==> src/rtl/seq_add_sub_pkg.sv <==
// Shared definitions for the digit-serial adder/subtractor: FSM state
// encodings and default geometry.
package seq_add_sub_pkg;

  typedef enum logic {
    ST_IDLE = 1'b0,
    ST_RUN  = 1'b1
  } state_t;

  localparam int DEF_WIDTH = 16;
  localparam int DEF_DIGIT = 4;

endpackage

==> src/rtl/add_digit.sv <==
// Combinational DIGIT-bit ripple adder. Also exports the carry into the top
// bit so the caller can derive signed overflow on the last digit.
module add_digit #(
  parameter int DIGIT = 4
) (
  input  logic [DIGIT-1:0] a,
  input  logic [DIGIT-1:0] b,
  input  logic             ci,
  output logic [DIGIT-1:0] s,
  output logic             co,
  output logic             c_msb
);

  logic [DIGIT:0] c;

  // Bit-by-bit ripple: sum and majority carry for each position.
  always_comb begin
    c    = '0;
    s    = '0;
    c[0] = ci;
    for (int i = 0; i < DIGIT; i++) begin
      s[i]   = a[i] ^ b[i] ^ c[i];
      c[i+1] = (a[i] & b[i]) | (a[i] & c[i]) | (b[i] & c[i]);
    end
  end

  assign co    = c[DIGIT];
  assign c_msb = c[DIGIT-1];

endmodule

==> src/rtl/seq_add_sub.sv <==
// Digit-serial adder/subtractor. Operands are latched on start, then one
// DIGIT-wide slice is added per cycle, least significant first. The A
// register doubles as the result accumulator: as A shifts right, each result
// digit enters at the top, so after NDIG cycles it holds the full sum.
module seq_add_sub
  import seq_add_sub_pkg::*;
#(
  parameter int WIDTH = DEF_WIDTH,
  parameter int DIGIT = DEF_DIGIT
) (
  input  logic             clk,
  input  logic             rst_n,
  input  logic             start,
  input  logic             sub,
  input  logic [WIDTH-1:0] a,
  input  logic [WIDTH-1:0] b,
  input  logic             cin,
  output logic             busy,
  output logic             done,
  output logic [WIDTH-1:0] sum,
  output logic             cout,
  output logic             ovf
);

  localparam int NDIG = WIDTH / DIGIT;
  localparam int CW   = (NDIG > 1) ? $clog2(NDIG) : 1;

  state_t           state, state_nxt;
  logic [WIDTH-1:0] a_sh, b_sh, a_nxt, b_nxt;
  logic             carry;
  logic [CW-1:0]    cnt;
  logic             last;
  logic [DIGIT-1:0] dsum;
  logic             dco, dcmsb;

  add_digit #(.DIGIT(DIGIT)) u_dig (
    .a    (a_sh[DIGIT-1:0]),
    .b    (b_sh[DIGIT-1:0]),
    .ci   (carry),
    .s    (dsum),
    .co   (dco),
    .c_msb(dcmsb)
  );

  // Shift networks; a single-digit configuration has nothing to shift.
  generate
    if (NDIG == 1) begin : g_one
      assign a_nxt = dsum;
      assign b_nxt = b_sh;
    end else begin : g_multi
      assign a_nxt = {dsum, a_sh[WIDTH-1:DIGIT]};
      assign b_nxt = {{DIGIT{1'b0}}, b_sh[WIDTH-1:DIGIT]};
    end
  endgenerate

  assign last = (cnt == CW'(NDIG - 1));

  // State register.
  always_ff @(posedge clk or negedge rst_n) begin
    if (!rst_n) state <= ST_IDLE;
    else        state <= state_nxt;
  end

  // Next-state logic: start is only looked at while idle.
  always_comb begin
    state_nxt = state;
    case (state)
      ST_IDLE: if (start) state_nxt = ST_RUN;
      ST_RUN:  if (last)  state_nxt = ST_IDLE;
      default: state_nxt = ST_IDLE;
    endcase
  end

  // FSM outputs.
  always_comb begin
    busy = (state == ST_RUN);
  end

  // Datapath: latch conditioned operands, step one digit per cycle, load the
  // visible result registers only on the final digit.
  always_ff @(posedge clk or negedge rst_n) begin
    if (!rst_n) begin
      a_sh  <= '0;
      b_sh  <= '0;
      carry <= 1'b0;
      cnt   <= '0;
      sum   <= '0;
      cout  <= 1'b0;
      ovf   <= 1'b0;
      done  <= 1'b0;
    end else begin
      done <= 1'b0;
      if (state == ST_IDLE && start) begin
        a_sh  <= a;
        b_sh  <= sub ? ~b : b;
        carry <= sub ? ~cin : cin;
        cnt   <= '0;
      end else if (state == ST_RUN) begin
        a_sh  <= a_nxt;
        b_sh  <= b_nxt;
        carry <= dco;
        cnt   <= cnt + CW'(1);
        if (last) begin
          sum  <= a_nxt;
          cout <= dco;
          ovf  <= dco ^ dcmsb;
          done <= 1'b1;
        end
      end
    end
  end

endmodule

==> config.mk <==
export PLATFORM = sky130hd
export DESIGN_NAME = seq_add_sub
export DESIGN_NICKNAME = d
export VERILOG_FILES = /design/src/rtl/seq_add_sub_pkg.sv /design/src/rtl/add_digit.sv /design/src/rtl/seq_add_sub.sv
export SDC_FILE = /design/constraint.sdc
export NUM_CORES = 1
export LEC_CHECK = 0
export BUFFER_PORTS_ARGS = -buffer_cell sky130_fd_sc_hd__buf_2
export CORE_MARGIN = 1.5
export CORE_UTILIZATION = 38
export CTS_BUF_LIST = sky130_fd_sc_hd__clkbuf_16
export DETAILED_ROUTE_END_ITERATION = 7
export GPL_TIMING_DRIVEN = 0
export HOLD_SLACK_MARGIN = 0.1
export PLACE_DENSITY = 0.61
export SKIP_CTS_REPAIR_TIMING = 1
export SLEW_MARGIN = 20
export SYNTH_ARGS = -nofsm -noshare
export SYNTH_HDL_FRONTEND = slang
export SYNTH_SLANG_ARGS = --single-unit
==> constraint.sdc <==
create_clock -name clk -period 3.85 [get_ports clk]
set_input_delay 0.385 -clock clk [delete_from_list [all_inputs] [get_ports clk]]
set_output_delay 0.385 -clock clk [all_outputs]
set_load 0.005 [all_outputs]
==> results of run 1 <==
## flip-flops by register name (all words and copies together), names as in the netlist
| name | count |
|---|---|
| a_sh | 16 |
| busy | 1 |
| cnt | 2 |
| ovf | 1 |
| b_sh | 16 |
| done | 1 |
| sum | 16 |
| carry | 1 |
| cout | 1 |
## power by group through the flow
stage	clock, W	sequential (W)	combinational (W)
floorplan	0	0.000993	0.000669
global placement	0	0.00101	0.000955
finish	0.000527	0.00100	0.000953
detailed placement	0	0.00101	0.000970
global route	0.000557	0.00104	0.00108
CTS	0.000533	0.00100	0.000977
## critical path, stage by stage, from the launching register on
cell	delay [ns]
sky130_fd_sc_hd__dfrtp_1	0.35
sky130_fd_sc_hd__inv_1	0.06
sky130_fd_sc_hd__fa_1	0.43
sky130_fd_sc_hd__inv_1	0.08
sky130_fd_sc_hd__fa_1	0.17
sky130_fd_sc_hd__fa_1	0.24
sky130_fd_sc_hd__inv_1	0.07
sky130_fd_sc_hd__fa_1	0.41
sky130_fd_sc_hd__xnor2_1	0.15
sky130_fd_sc_hd__mux2_4	0.26
## routing by layer
layer | global-route usage [%] | routed length (um)
met5 | 0 | 0
met4 | 5.19 | 66
met3 | 2.75 | 232
met2 | 24.1 | 2520
met1 | 21.8 | 2610
## final cells by class
cell class	instances	area share [%]
well taps	96	3.67
flip-flops and latches	55	42.0
multi-input cells	139	35.8
inverters	12	1.37
plain buffers	15	3.44
clock buffers	5	3.82
clock inverters	3	1.41
repair buffers	55	8.48
## cells in the mapped netlist, types with 5 or more instances
library cell / count / area (um^2)
sky130_fd_sc_hd__dfrtp_1: 55 / 1380
sky130_fd_sc_hd__nand2_1: 24 / 90.1
sky130_fd_sc_hd__mux2i_1: 21 / 210
sky130_fd_sc_hd__xnor2_1: 16 / 140
sky130_fd_sc_hd__o21ai_0: 15 / 75.1
sky130_fd_sc_hd__inv_1: 12 / 45.0
sky130_fd_sc_hd__or3b_1: 11 / 96.3
sky130_fd_sc_hd__mux2_2: 10 / 113
sky130_fd_sc_hd__o211ai_2: 9 / 113
sky130_fd_sc_hd__buf_2: 6 / 30.0
sky130_fd_sc_hd__mux2_4: 6 / 90.1
sky130_fd_sc_hd__buf_6: 5 / 56.3
sky130_fd_sc_hd__nor2_1: 5 / 18.8
## path summary, 6_finish.rpt
path,endpoint,depth (start not counted),from,slack (ns)
min reg2reg,b_sh[5],2,b_sh[9],0.48
max in group asynchronous,sum[10],1,rst_n,3.26
min in group clk,b_sh[15],3,b[15],0.37
min,done,1,rst_n,0.13
max reg2reg,ovf,9,a_sh[0],1.52
max,ovf,9,a_sh[0],1.52
## layout by cell type, fill, tap and decap left out, drive strengths merged
| master | n |
|---|---|
| clkinvlp | 1 |
| and2 | 2 |
| clkbuf | 6 |
| mux2 | 16 |
| mux2i | 21 |
| nand2 | 25 |
| dfrtp | 55 |
| xnor2 | 16 |
| ha | 1 |
| or3b | 11 |
| nor2 | 5 |
| inv | 13 |
| a221o | 2 |
| a22o | 1 |
| a211oi | 4 |
| fa | 4 |
| xor2 | 2 |
| nor2b | 1 |
| or2b | 1 |
| buf | 69 |
| o211ai | 11 |
| o21ai | 15 |
| nand2b | 1 |
| bufinv | 1 |
## logic make-up (layout without fill, tap and decap cells)
logic type / Yosys count / after routing / synth area share, %
mux: 37 / 37 / 15.2
flops: 55 / 55 / 50.8
compound gates: 33 / 33 / 9.66
simple gates: 46 / 46 / 9.20
xor+xnor: 18 / 18 / 5.82
buf+inv: 27 / 90 / 5.82
fa+ha+maj: 5 / 5 / 3.42
## stage by stage
step	std cells	utilization [%]	instance area [um^2]	hold slack, ns
floorplan	221	-	2710	0.0894
global placement	372	45.4	3100	0.454
detailed placement	372	45.5	3110	0.465
CTS	380	48.0	3280	0.174
global route	380	48.0	3280	0.193
finish	380	48.0	3280	0.128
==> reports/qor.yml, run 1 <==
clock_insertion_delay_worst_skew_ns: 0.29
postSynthRegisterBits: 55
area_inside_the_core_boundary_um2: 6830
internal_power_w: 0.00165
seq_area_um2: 1380
rsz0062_at_grt: "no"
crit_fanout: 3
peak_clock_frequency_supported_by_timing_mhz: 429
finalWeightedCongestion: 0.761
worst-endpoint-required_ns: 4.04
postSynthCellCount: 221
track_usage_pct: 15.5
fillerInstances: 685
cts_made_buffers: 5
drv.max_cap_violation_count: 0
initial_utilization_pct: 39.6
routed-via-count: 1764
place.port_buffers: 55
syn_to_final_growth_pct: 21.0
final.period_utilization_pct: 60.6
via_count_of_the_first_global_routing_pass: 1789
routed_wl_um: 5430
arrival_ns: 2.52
die_h_um: 87.4
cts_tree: "built"
post_route_cells_drive_above_1_share_pct: 36.3
clk_pin_slew_worst_paths_ns: 0.08
final_net_count: 325
crit_path_start_kind: "flip-flop"
cts.sinks: 55
combPwrFrac_pct: 38.4
outcome: "finished clean"
fin_worst_skew_ns: 0.00939
max_root_sink_buffers: 2
total_setup_violations_reported_at_the_end_of_the_flow: 0
io_pins: 57
first_pass_iters: 4
share_seq_of_total_power_pct: 40.3
maximum_number_of_pins_on_one_net_before_global_route_repair: 56
p_sw_w: 0.000828
timing_hold_violations_final: 0
final_ant_viol_nets: 0
tightestPinTransition_ns: 0.692
global_route.overflow_total: 0
pre_cts_ws_ns: 1.52
total_power_w: 0.00248
antenna_found_initial: 0
final_antenna_diode_count: 0
initialDrtViolationCount: 94
yosys_most_used_dff: "sky130_fd_sc_hd__dfrtp_1"
worst-setup-path-type: "flip-flop to flip-flop"
area_of_the_multi_input_gates_um2: 1170
slew_headroom_pct: 53.9
maxSlewViolCount: 0
dp_hpwl_um: 3860
power_density_nw_per_um2: 757
yosysWarnings: 0
synth.lib_cells_used.distinct: 27
setup-tns-final_ns: 0
placementRows: 30
crit_path_end_kind: "flip-flop"
synthesis.nets: 263
synthesis.area_um2: 2710
power.leakage_nw: 1.61
die_w_um: 87.4
synthesis.area_per_instance_um2: 12.3
grt_first_pass_wirelength_um: 8960
cts-htree-levels: 2
routed_via_density: 4.64
post-route-drc-count: 0
finalWorstPathRequiredPeriod_ns: 2.33
synth-edff-count: 0
cts_root_buffer: "sky130_fd_sc_hd__clkbuf_16"
wl_per_cell_um: 14.3
clock_power_share_pct: 21.2
floorplan.die_area_um2: 7640
synth.yosys.seq_area_share_pct: 50.8
setup_ws_ns: 1.52
vdd.ir_drop.worst_uv: 263
hp-class: "input pin to async pin"
ys_async_sr_fraction_pct: 100
net_sw_share_pct: 33.4
(Power assumes the default switching activity.)
==> inputs of run 2 (changes only) <==
--- a/config.mk
+++ b/config.mk
@@ -5,6 +5,7 @@
 export SDC_FILE = /design/constraint.sdc
 export NUM_CORES = 1
 export LEC_CHECK = 0
+export ABC_AREA = 1
 export BUFFER_PORTS_ARGS = -buffer_cell sky130_fd_sc_hd__buf_2
 export CORE_MARGIN = 1.5
 export CORE_UTILIZATION = 38
@@ -12,7 +13,7 @@
 export DETAILED_ROUTE_END_ITERATION = 7
 export GPL_TIMING_DRIVEN = 0
 export HOLD_SLACK_MARGIN = 0.1
-export PLACE_DENSITY = 0.61
+export PLACE_DENSITY = 0.63
 export SKIP_CTS_REPAIR_TIMING = 1
 export SLEW_MARGIN = 20
 export SYNTH_ARGS = -nofsm -noshare
==> constraint.sdc (replaced) <==
create_clock -name clk -period 2 [get_ports clk]
set_input_delay 0.2 -clock clk [delete_from_list [all_inputs] [get_ports clk]]
set_output_delay 0.2 -clock clk [all_outputs]
set_load 0.005 [all_outputs]
==> reports/qor.yml, run 2 <==
routed_via_density: 4.82  # +3.9%
area_inside_the_core_boundary_um2: 6760  # -1.1%
synthesis.area_um2: 2650  # -2.2%
synth_largest_area_cell: "sky130_fd_sc_hd__dfrtp_1"
synth.lib_cells_used.distinct: 20  # -26%
via_count_of_the_first_global_routing_pass: 2138  # +20%
min_from: "a[0]"
crit_path_start_kind: "flip-flop"
power_density_nw_per_um2: 1490  # +96%
biggestRegsByFlops: "a_sh: 16 flops, b_sh: 16 flops, sum: 16 flops"
initial_utilization_pct: 39.2  # -0.43 points
pre_cts_ws_ns: -0.264  # -1.78 ns
synthesis.area_per_instance_um2: 7.81  # -36%
placement.cell_area_um2: 3040  # -2.2%
met1Wirelength_um: 2970  # +14%
postSynthRegisterBits: 55  # unchanged
final_net_count: 449  # +38%
final.period_utilization_pct: 109  # +49 points
postSynthCellCount: 339  # +53%
cts.sinks: 55  # unchanged
post_route_cells_drive_above_1_share_pct: 22.3  # -14 points
power.leakage_nw: 1.76  # +9.5%
io_pins: 57  # unchanged
finalWeightedCongestion: 0.782  # +2.7%
yosysWarnings: 0  # unchanged
initialDrtViolationCount: 143  # +52%
critical_path.cell_chain: "inv_2, fa_1, inv_2, fa_2, fa_2, inv_2, fa_2, o211ai_1"
fraction_of_synthesized_cell_area_in_xor_and_xnor_cells_pct: 0.661  # -5.2 points
clock_insertion_delay_worst_skew_ns: 0.30  # about the same
seq_area_um2: 1380  # unchanged
hp-class: "input pin to flip-flop"
r2r_end: "a_sh[15]"
worst_hold_path_ep: "a_sh[0]"
top_layer: "met4"
placementRows: 30  # unchanged
fin_worst_skew_ns: 0.00805  # -0.00134 ns
die_h_um: 86.5  # -1.1%
crit_fanout: 2  # -1
setup.reg_to_reg.worst_slack_ns: -0.19  # -1.70 ns
timing.critical_path.slowest_cell_delay_ns: 0.44  # about the same
vdd.ir_drop.worst_uv: 462  # +76%
first_pass_iters: 4  # unchanged
max_root_sink_buffers: 2  # unchanged
yosys.cell_count.top_type: "sky130_fd_sc_hd__nand2_1"
rsz0062_at_grt: "yes"
final_ant_viol_nets: 0  # unchanged
finalNonFillerCells: 488  # +28%
finalWorstPathRequiredPeriod_ns: 2.19  # -0.146 ns
antenna_found_initial: 0  # unchanged
synthMuxAreaShare_pct: 0  # -15 points
floorplan.die_area_um2: 7480  # -2.1%
yosys_most_used_dff: "sky130_fd_sc_hd__dfrtp_1"
cts_root_buffer: "sky130_fd_sc_hd__clkbuf_16"
drv.max_cap_violation_count: 0  # unchanged
most_used_cells_in_the_layout_excluding_fill_and_tap_cells: "sky130_fd_sc_hd__nand2_1 (158), sky130_fd_sc_hd__buf_2 (64), sky130_fd_sc_hd__dfrtp_1 (55)"
route.met2.wl_um: 3020  # +20%
setup_ws_ns: -0.187  # -1.70 ns
post-route-drc-count: 0  # unchanged
combinational_family_with_the_most_area_after_synthesis: "simple AND/OR/NAND/NOR gates"
worst-setup-path-type: "flip-flop to flip-flop"
met3_wirelength_um: 356  # +53%
crit_path_top_delay_cell: "sky130_fd_sc_hd__fa_2"
synthesis.nets: 381  # +45%
simple_gate_share_of_the_synthesized_area_pct: 30.8  # +22 points
routed_wl_um: 6410  # +18%
cts-htree-levels: 2  # unchanged
mostFrequentLayoutCell: "sky130_fd_sc_hd__nand2_1"
ys_async_sr_fraction_pct: 100  # unchanged
synth-edff-count: 0  # unchanged
maxSlewViolCount: 0  # unchanged
timing_hold_violations_final: 0  # unchanged
place.port_buffers: 56  # +1.8%
dp_hpwl_um: 4440  # +15%
postLayoutCoreUtil_pct: 47.8  # -0.17 points
fraction_of_the_mapped_netlist_area_in_adder_cells_pct: 3.50  # +0.076 points
global_route.overflow_total: 0  # unchanged
synth.yosys.seq_area_share_pct: 52.0  # +1.1 points
dp.cells: 475  # +28%
routed-via-count: 2353  # +33%
tightestPinTransition_ns: 0.692  # +0.000468 ns
arrival_ns: 2.40  # -0.12 ns
slew_headroom_pct: 53.8  # about the same
track_usage_pct: 18.8  # +3.3 points
die_w_um: 86.5  # -1.1%
synth_top_cells_by_area: "sky130_fd_sc_hd__dfrtp_1 (52%), sky130_fd_sc_hd__nand2_1 (22%), sky130_fd_sc_hd__nor2_1 (4.4%), sky130_fd_sc_hd__inv_1 (4.0%), sky130_fd_sc_hd__nand3_1 (3.6%)"
timing.rr.start: "a_sh[0]"
worst-endpoint-required_ns: 2.21  # -1.83 ns
syn_to_final_growth_pct: 21.9
grt_first_pass_wirelength_um: 10600  # +19%
crit_path_end_kind: "flip-flop"
maximum_number_of_pins_on_one_net_before_global_route_repair: 56  # unchanged
final_antenna_diode_count: 0  # unchanged
fraction_of_the_mapped_netlist_area_in_compound_gates_pct: 5.43  # -4.2 points
netlist.area_leader.share_pct: 52.0  # +1.1 points
total_setup_violations_reported_at_the_end_of_the_flow: 5  # +5
violations: "setup timing"
timing.hold.worst_path_depth: 3
area_of_the_multi_input_gates_um2: 1080  # -8.2%
clk_pin_slew_worst_paths_ns: 0.07  # about the same
outcome: "finished with violations"
r2r_cells: 8  # -1
synthTopCellsByCount: "sky130_fd_sc_hd__nand2_1 (158), sky130_fd_sc_hd__dfrtp_1 (55), sky130_fd_sc_hd__nor2_1 (31)"
cts_made_buffers: 5  # unchanged
peak_clock_frequency_supported_by_timing_mhz: 457  # +6.7%
cts_tree: "built"
fillerInstances: 674  # -1.6%
postLayoutCellArea_um2: 3230  # -1.5%
wl_per_cell_um: 13.1  # -8.1%
## run 2: cell types whose count changed after synthesis, moves of 15 or more
cell                      change
sky130_fd_sc_hd__mux2i_1     -21
sky130_fd_sc_hd__xnor2_1     -15
sky130_fd_sc_hd__nor2_1      +26
sky130_fd_sc_hd__inv_1       +16
sky130_fd_sc_hd__nand2_1    +134
sky130_fd_sc_hd__nand3_1     +19
## run 2: per-layer routing
metal | GRT usage (%) | vias to the layer above
met5 | 0 | -
met4 | 6.16 | 0
met3 | 4.76 | 6
met2 | 29.9 | 68
met1 | 25.2 | 1110
li1 | - | 1169
## run 2: cell families after synthesis
kind of cell               count (synthesis)
adders and majority gates                  5
buffers and inverters                     46
xor gates and xnor gates                   2
DFF                                       55
AOI/OAI and AO/OA                         22
and+or+nand+nor                          209
## run 2: worst max-delay path, delay by kind of cell, from the launching register on
family / cells / cell delay [ns]
AOI/OAI and AO/OA: 1 / 0.19
adders and majority gates: 4 / 1.35
buffers and inverters: 3 / 0.16
DFF: 1 / 0.39
## run 2: report_power, final
group,total [W],switching [W],internal [W]
clock network,0.000890,0.000418,0.000472
registers,0.00194,0.000316,0.00162
logic,0.00197,0.00111,0.000860
total,0.00480,0.00185,0.00296
## run 2: per-stage QoR
stage	TNS [ns]	power, W	hold slack, ns
2_1_floorplan	-0.184	0.00318	-0.0956
3_3_place_gp	-0.632	0.00379	0.412
3_5_place_dp	-0.862	0.00386	0.294
4_1_cts	-0.947	0.00477	-0.0308
5_1_grt	-0.976	0.00523	0.115
6_report	-0.531	0.00480	0.109
## run 2: how the worst max path moves through the flow
stage / from / end / depth (start not counted)
after floorplan: a_sh[0] / ovf / 10
after global placement: a_sh[0] / ovf / 10
after detailed placement: a_sh[0] / ovf / 10
after CTS: a_sh[0] / ovf / 10
after global routing: a_sh[0] / a_sh[15] / 8
final: a_sh[0] / a_sh[15] / 8
## run 2: area by class of cell
cell class              count  area share (%)
plain buffers              16            2.79
clock buffers               5            3.87
flip-flops and latches     55            42.6
clock inverters             3           0.697
inverters                  30            3.49
multi-input cells         238            33.4
well taps                  80            3.10
repair buffers             61            10.1
